**config.mk**
```make
export PLATFORM = sky130hd
export DESIGN_NAME = gsensor_spi_responder
export DESIGN_NICKNAME = d
export VERILOG_FILES = /design/src/rtl/gsensor_spi_responder.sv
export SDC_FILE = /design/constraint.sdc
export NUM_CORES = 2
export LEC_CHECK = 0
export CORE_MARGIN = 1
export CORE_UTILIZATION = 40
export DETAILED_ROUTE_END_ITERATION = 10
export SLEW_MARGIN = 20
export SYNTH_ARGS = -nofsm -noshare
export SYNTH_HDL_FRONTEND = slang
export SYNTH_SLANG_ARGS = --single-unit
export TNS_END_PERCENT = 10
```
**constraint.sdc**
```tcl
create_clock -name clk -period 18.6 [get_ports clk]
set_input_delay 2.79 -clock clk [delete_from_list [all_inputs] [get_ports clk]]
set_output_delay 2.79 -clock clk [all_outputs]
set_load 0.005 [all_outputs]
```
**src/rtl/gsensor_spi_responder.sv**
```systemverilog
// SPI mode-3 register responder modelled on a 3-axis accelerometer: 64 x 8 register file
// with a fixed device ID, read-only sample registers and a one-entry pending sample buffer.

module gsensor_spi_responder #(
    parameter logic [7:0]  DEVID       = 8'hE5,
    parameter int unsigned SYNC_STAGES = 2
) (
    input  logic        clk,
    input  logic        reset,
    input  logic        spi_clk,
    input  logic        spi_csn,
    input  logic        spi_sdi,
    output logic        spi_sdo,
    input  logic        sample_valid,
    input  logic [15:0] sample_x,
    input  logic [15:0] sample_y,
    input  logic [15:0] sample_z,
    output logic        wr_valid,
    output logic [5:0]  wr_addr,
    output logic [7:0]  wr_data,
    output logic        busy
);

    typedef enum logic [1:0] {StIdle, StCmd, StData} state_e;

    state_e state_q, state_d;

    logic [SYNC_STAGES-1:0] sclk_sync_q, sclk_sync_d;
    logic [SYNC_STAGES-1:0] csn_sync_q, csn_sync_d;
    logic [SYNC_STAGES-1:0] sdi_sync_q, sdi_sync_d;
    logic [SYNC_STAGES-1:0] fill_q, fill_d;
    logic                   sclk_prev_q, csn_prev_q;
    logic                   armed_q, armed_d;
    logic                   sclk_s, csn_s, sdi_s;
    logic                   sclk_rise, sclk_fall, csn_rise, csn_fall, byte_done;
    logic [7:0]             rx_byte;

    logic [2:0]  bit_cnt_q, bit_cnt_d;
    logic [6:0]  shift_q, shift_d;
    logic        rw_q, rw_d, mb_q, mb_d;
    logic [5:0]  addr_q, addr_d, addr_step;
    logic [7:0]  tx_q, tx_d;
    logic        sdo_q, sdo_d;
    logic        wr_valid_q, wr_valid_d;
    logic [5:0]  wr_addr_q, wr_addr_d;
    logic [7:0]  wr_data_q, wr_data_d;
    logic [7:0]  regs_q [64];
    logic [7:0]  regs_d [64];
    logic        pend_q, pend_d;
    logic [15:0] pend_x_q, pend_x_d, pend_y_q, pend_y_d, pend_z_q, pend_z_d;

    function automatic logic writable(input logic [5:0] a);
        return (a != 6'h00) && !((a >= 6'h32) && (a <= 6'h37));
    endfunction

    always_comb begin
        sclk_sync_d    = sclk_sync_q;
        csn_sync_d     = csn_sync_q;
        sdi_sync_d     = sdi_sync_q;
        fill_d         = fill_q;
        sclk_sync_d[0] = spi_clk;
        csn_sync_d[0]  = spi_csn;
        sdi_sync_d[0]  = spi_sdi;
        fill_d[0]      = 1'b1;
        for (int unsigned i = 1; i < SYNC_STAGES; i++) begin
            sclk_sync_d[i] = sclk_sync_q[i-1];
            csn_sync_d[i]  = csn_sync_q[i-1];
            sdi_sync_d[i]  = sdi_sync_q[i-1];
            fill_d[i]      = fill_q[i-1];
        end
    end

    assign sclk_s = sclk_sync_q[SYNC_STAGES-1];
    assign csn_s  = csn_sync_q[SYNC_STAGES-1];
    assign sdi_s  = sdi_sync_q[SYNC_STAGES-1];

    // Chip select only arms once a genuine high level has been seen after reset, so a
    // select already held low at reset release never starts a transfer.
    assign armed_d   = armed_q | (fill_q[SYNC_STAGES-1] & csn_s);
    assign sclk_rise = sclk_s & ~sclk_prev_q;
    assign sclk_fall = ~sclk_s & sclk_prev_q;
    assign csn_rise  = csn_s & ~csn_prev_q;
    assign csn_fall  = armed_q & csn_prev_q & ~csn_s;
    assign busy      = armed_q & ~csn_s;

    assign rx_byte   = {shift_q, sdi_s};
    assign byte_done = (state_q != StIdle) && sclk_rise && (bit_cnt_q == 3'd7)
                       && !csn_rise && !csn_fall;
    assign addr_step = mb_q ? addr_q + 6'd1 : addr_q;

    always_ff @(posedge clk or posedge reset) begin
        if (reset) begin
            state_q <= StIdle;
        end else begin
            state_q <= state_d;
        end
    end

    always_comb begin
        state_d = state_q;
        if (csn_rise) begin
            state_d = StIdle;
        end else if (csn_fall) begin
            state_d = StCmd;
        end else if ((state_q == StCmd) && byte_done) begin
            state_d = StData;
        end
    end

    always_comb begin
        bit_cnt_d  = bit_cnt_q;
        shift_d    = shift_q;
        rw_d       = rw_q;
        mb_d       = mb_q;
        addr_d     = addr_q;
        tx_d       = tx_q;
        sdo_d      = sdo_q;
        wr_valid_d = 1'b0;
        wr_addr_d  = wr_addr_q;
        wr_data_d  = wr_data_q;
        regs_d     = regs_q;
        pend_d     = pend_q;
        pend_x_d   = pend_x_q;
        pend_y_d   = pend_y_q;
        pend_z_d   = pend_z_q;

        if (csn_rise || csn_fall) begin
            bit_cnt_d = 3'd0;
            sdo_d     = 1'b0;
        end else if (state_q != StIdle) begin
            if (sclk_rise) begin
                shift_d   = rx_byte[6:0];
                bit_cnt_d = bit_cnt_q + 3'd1;
            end
            if (byte_done && (state_q == StCmd)) begin
                rw_d   = rx_byte[7];
                mb_d   = rx_byte[6];
                addr_d = rx_byte[5:0];
                tx_d   = regs_q[rx_byte[5:0]];
            end else if (byte_done) begin
                if (!rw_q && writable(addr_q)) begin
                    regs_d[addr_q] = rx_byte;
                    wr_valid_d     = 1'b1;
                    wr_addr_d      = addr_q;
                    wr_data_d      = rx_byte;
                end
                addr_d = addr_step;
                tx_d   = regs_q[addr_step];
            end
            if (sclk_fall) begin
                if ((state_q == StData) && rw_q) begin
                    sdo_d = tx_q[7];
                    tx_d  = {tx_q[6:0], 1'b0};
                end else begin
                    sdo_d = 1'b0;
                end
            end
        end

        // Data registers stay frozen while selected so a burst read never mixes samples.
        if (!busy) begin
            if (sample_valid) begin
                regs_d[6'h32] = sample_x[7:0];
                regs_d[6'h33] = sample_x[15:8];
                regs_d[6'h34] = sample_y[7:0];
                regs_d[6'h35] = sample_y[15:8];
                regs_d[6'h36] = sample_z[7:0];
                regs_d[6'h37] = sample_z[15:8];
                pend_d        = 1'b0;
            end else if (pend_q) begin
                regs_d[6'h32] = pend_x_q[7:0];
                regs_d[6'h33] = pend_x_q[15:8];
                regs_d[6'h34] = pend_y_q[7:0];
                regs_d[6'h35] = pend_y_q[15:8];
                regs_d[6'h36] = pend_z_q[7:0];
                regs_d[6'h37] = pend_z_q[15:8];
                pend_d        = 1'b0;
            end
        end else if (sample_valid) begin
            pend_d   = 1'b1;
            pend_x_d = sample_x;
            pend_y_d = sample_y;
            pend_z_d = sample_z;
        end
    end

    always_ff @(posedge clk or posedge reset) begin
        if (reset) begin
            sclk_sync_q <= '1;
            csn_sync_q  <= '1;
            sdi_sync_q  <= '0;
            fill_q      <= '0;
            sclk_prev_q <= 1'b1;
            csn_prev_q  <= 1'b1;
            armed_q     <= 1'b0;
            bit_cnt_q   <= 3'd0;
            shift_q     <= 7'd0;
            rw_q        <= 1'b0;
            mb_q        <= 1'b0;
            addr_q      <= 6'd0;
            tx_q        <= 8'd0;
            sdo_q       <= 1'b0;
            wr_valid_q  <= 1'b0;
            wr_addr_q   <= 6'd0;
            wr_data_q   <= 8'd0;
            pend_q      <= 1'b0;
            pend_x_q    <= 16'd0;
            pend_y_q    <= 16'd0;
            pend_z_q    <= 16'd0;
            for (int i = 0; i < 64; i++) begin
                regs_q[i] <= (i == 0) ? DEVID : 8'h00;
            end
        end else begin
            sclk_sync_q <= sclk_sync_d;
            csn_sync_q  <= csn_sync_d;
            sdi_sync_q  <= sdi_sync_d;
            fill_q      <= fill_d;
            sclk_prev_q <= sclk_s;
            csn_prev_q  <= csn_s;
            armed_q     <= armed_d;
            bit_cnt_q   <= bit_cnt_d;
            shift_q     <= shift_d;
            rw_q        <= rw_d;
            mb_q        <= mb_d;
            addr_q      <= addr_d;
            tx_q        <= tx_d;
            sdo_q       <= sdo_d;
            wr_valid_q  <= wr_valid_d;
            wr_addr_q   <= wr_addr_d;
            wr_data_q   <= wr_data_d;
            pend_q      <= pend_d;
            pend_x_q    <= pend_x_d;
            pend_y_q    <= pend_y_d;
            pend_z_q    <= pend_z_d;
            regs_q      <= regs_d;
        end
    end

    assign spi_sdo  = sdo_q;
    assign wr_valid = wr_valid_q;
    assign wr_addr  = wr_addr_q;
    assign wr_data  = wr_data_q;

endmodule

```
==> results.md <==
* Port bufs at 70
* Hold Path Class: flip-flop to flip-flop
* Power Density at 90.82 nW/um^2
* Largest net degree at the start of global routing at 191
* Critical Path AT at 2.72 ns
* Ant diodes at 0
* Tmin final at 5.506 ns
* Outcome: finished, final reports clean
* GRT Overall Usage at 0.2259
* Vias per cell at 6.230
* RR Startpoint: addr_q[0]
* WP data required at 15.81 ns
* Setup TNS at 0 ns
* CP endpoint kind: primary output
* Number of global-route vias before repair at 20880
* Mean Syn Cell Area at 14.64 sq um
* Drt pass-1 iters at 8
* Post-Syn Area at 32240 sq um
* Initial core utilization at 0.4061
* Leakage at 15.75 nW
* Synth Flop Type: dfrtp_1
* R2R depth at 10
* Count of pins over their slew limit at 0
* Worst slew pin tran at 1.107 ns
* Post-CTS Setup Inserts at 0
* Clock tree buffer depth at 3
* Peak Freq at 181.6 MHz
* Clk_skew at 0.02827 ns
* Global-route wire length before repair at 139.6 mm
* Via count at 20490
* Power consumption at 3.287 mW
* Placed Instances at 3167
* DRC violations left at 0
* Width of the die at 285.9 um
* Non-Filler Instances at 3289
* CTS Sinks at 616
* Worst slew margin at 0.2618
* Share of layout cells above drive strength 1 at 0.4649
* Synthesized Nets at 2261
* Io pins at 71
* IR Drop Worst-Case VDD at 0.07323 mV
* Worst path cell trace: nand2b_1 -> inv_1 -> buf_4 -> clkdlybuf4s50_1
* # rows at 103
* Antenna viol nets, final at 0
* Detailed Route Iter0 Violations at 2011
* GPL Wtd Cong at 0.9490
* Chip height at 285.9 um
* Clock Latency Late Sink at 0.62 ns
* Final wirelength at 90.72 mm
* NumNets Final at 2249
* #FFs+latches synth at 616
* CTS Buf Count at 70
* Max incr delay on CP at 0.59 ns
* Post-CTS sizing at 0
* Wire per inst at 27.58 um
* Total die area at 81730 sq um
* CP endpoint: busy
* Pre-CTS setup slack at 12.97 ns
* EDFF count, synth at 0
* Sequential fraction of the synthesis area at 0.4786
* Critical path peak fanout at 50
* Period utilization at 0.2960
* Critical setup path kind: flip-flop to primary output
* CTS tree: done
* MaxCap Viol Count at 0
* Number of distinct library cells after synthesis at 68
* Crit path max-delay cell type: nand2b_1
* Yosys warns at 0
* Syn Inst Count at 2202
* Core area at 79390 sq um
* Fin util at 0.4559
* R2R setup slack at 13.76 ns
* Antenna violations before repair at 3
* Root buf cell: clkbuf_16
* R2R Path End: tx_q[7]
* Crit path from: csn_sync_q[1]
* Worst-path clk slew at 0.06 ns
* Htree depth at 3
* RSZ-0062 raised after global routing: false
* Area growth syn-to-layout at 12.26%
* Startpoint class of the critical path: flip-flop
* Detailed placement HPWL at 58.76 mm
* Asr flop ratio synth at 1.000
* Final Hold Fails at 0
* CTS Hold Buffers Added at 0
* Grt total ovfl at 0
* Setup ws final at 13.09 ns
* Final setup vio count at 0
cell usage after synthesis, drive strengths merged, types with 6 or more instances:
cell type	n	area [sq um]
a21oi	18	90.09
a32oi	13	113.9
mux4	282	6351
buf	77	409.2
nor2	51	249.0
mux2i	52	520.5
a31oi	8	50.05
o21ai	80	400.4
nand3	20	105.1
o22ai	13	81.33
a222oi	6	60.06
clkbuf	114	427.9
nand4	6	50.04
nor3	10	81.33
nor4	11	120.1
nand2	139	576.8
dfstp	11	289.0
mux2	528	5946
or2	6	37.54
dfrtp	605	15140
nor2b	11	68.82
nand2b	6	37.54
a22oi	68	510.5
worst max-delay path: cells and delay by family (launching register included):
| kind | cells | cell delay [ns] |
|---|---|---|
| simple gates | 1 | 0.59 |
| buf+inv | 3 | 0.90 |
| flops | 1 | 0.57 |
sequential cells by signal, indices dropped and copies added, names as in the netlist:
signal / flops
shift_q: 7
mb_q: 1
pend_q: 1
addr_q: 6
csn_prev_q: 1
sclk_prev_q: 1
state_q: 2
wr_addr: 6
fill_q: 2
sdi_sync_q: 2
wr_data: 8
wr_valid: 1
bit_cnt_q: 3
pend_y_q: 16
pend_z_q: 16
armed_q: 1
csn_sync_q: 2
regs_q: 512
spi_sdo: 1
pend_x_q: 16
tx_q: 8
rw_q: 1
sclk_sync_q: 2
layout make-up:
cell class	instances	area [sq um]
clock inverters	17	239.0
inverters	7	30.03
well taps	1050	1314
repair buffers	107	1035
fillers	7001	43200
flip-flops and latches	616	15450
multi-input cells	1388	16030
clock buffers	104	2093
cell families (layout without fill, tap and decap cells):
group | Yosys count | in the layout | share of synthesized area
multiplexers | 862 | 862 | 0.3976
buffers and inverters | 198 | 235 | 0.02678
flip-flops | 616 | 616 | 0.4786
adder cells (fa/ha/maj) | 5 | 5 | 0.001941
AND/OR/NAND/NOR | 282 | 282 | 0.04623
XOR/XNOR | 9 | 9 | 0.002445
AO/OA/AOI/OAI | 229 | 229 | 0.04630
other | 1 | 1 | 0.0001163
per-layer routing:
metal	up-vias	track usage	wire length (um)
met1	11140	0.3303	40150
met2	721	0.3434	42270
met4	2	0.07045	2825
li1	8461	-	-
met5	-	0	20
met3	164	0.03884	5445
cell usage in the layout (no fill, tap or decap), types with 18 or more instances in the layout:
| cell type | instances |
|---|---|
| a21oi_1 | 18 |
| a22oi_1 | 68 |
| buf_4 | 32 |
| clkbuf_16 | 73 |
| clkdlybuf4s50_1 | 69 |
| dfrtp_1 | 597 |
| mux2_2 | 520 |
| mux2i_1 | 51 |
| mux4_2 | 282 |
| nand2_1 | 116 |
| nand2_2 | 22 |
| nand3_1 | 19 |
| nor2_1 | 27 |
| nor2_2 | 24 |
| o21ai_0 | 67 |
report_power, final:
group | switching, mW | internal (mW)
Clock | 0.561 | 0.847
Sequential | 0.0989 | 1.38
Combinational | 0.242 | 0.154
Total | 0.901 | 2.39
per-stage QoR:
| stage | cell area, sq um | hold slack, ns |
|---|---|---|
| floorplan | 32240 | 0.3312 |
| global placement | 33810 | 0.3360 |
| detailed placement | 33810 | 0.3389 |
| CTS | 36140 | 0.3519 |
| global route | 36190 | 0.3541 |
| finish | 36190 | 0.3491 |
worst min path at each step:
stage / cells after the start / slack (ns) / to / from
after CTS: 0 / 0.35 / sdi_sync_q[1] / sdi_sync_q[0]
after global routing: 0 / 0.35 / sclk_sync_q[1] / sclk_sync_q[0]
final: 0 / 0.35 / sdi_sync_q[1] / sdi_sync_q[0]
after detailed placement: 0 / 0.34 / sdi_sync_q[1] / sdi_sync_q[0]
after floorplan: 0 / 0.33 / fill_q[1] / fill_q[0]
after global placement: 0 / 0.34 / fill_q[1] / fill_q[0]
No activity file was read; power rests on OpenSTA's default activity.
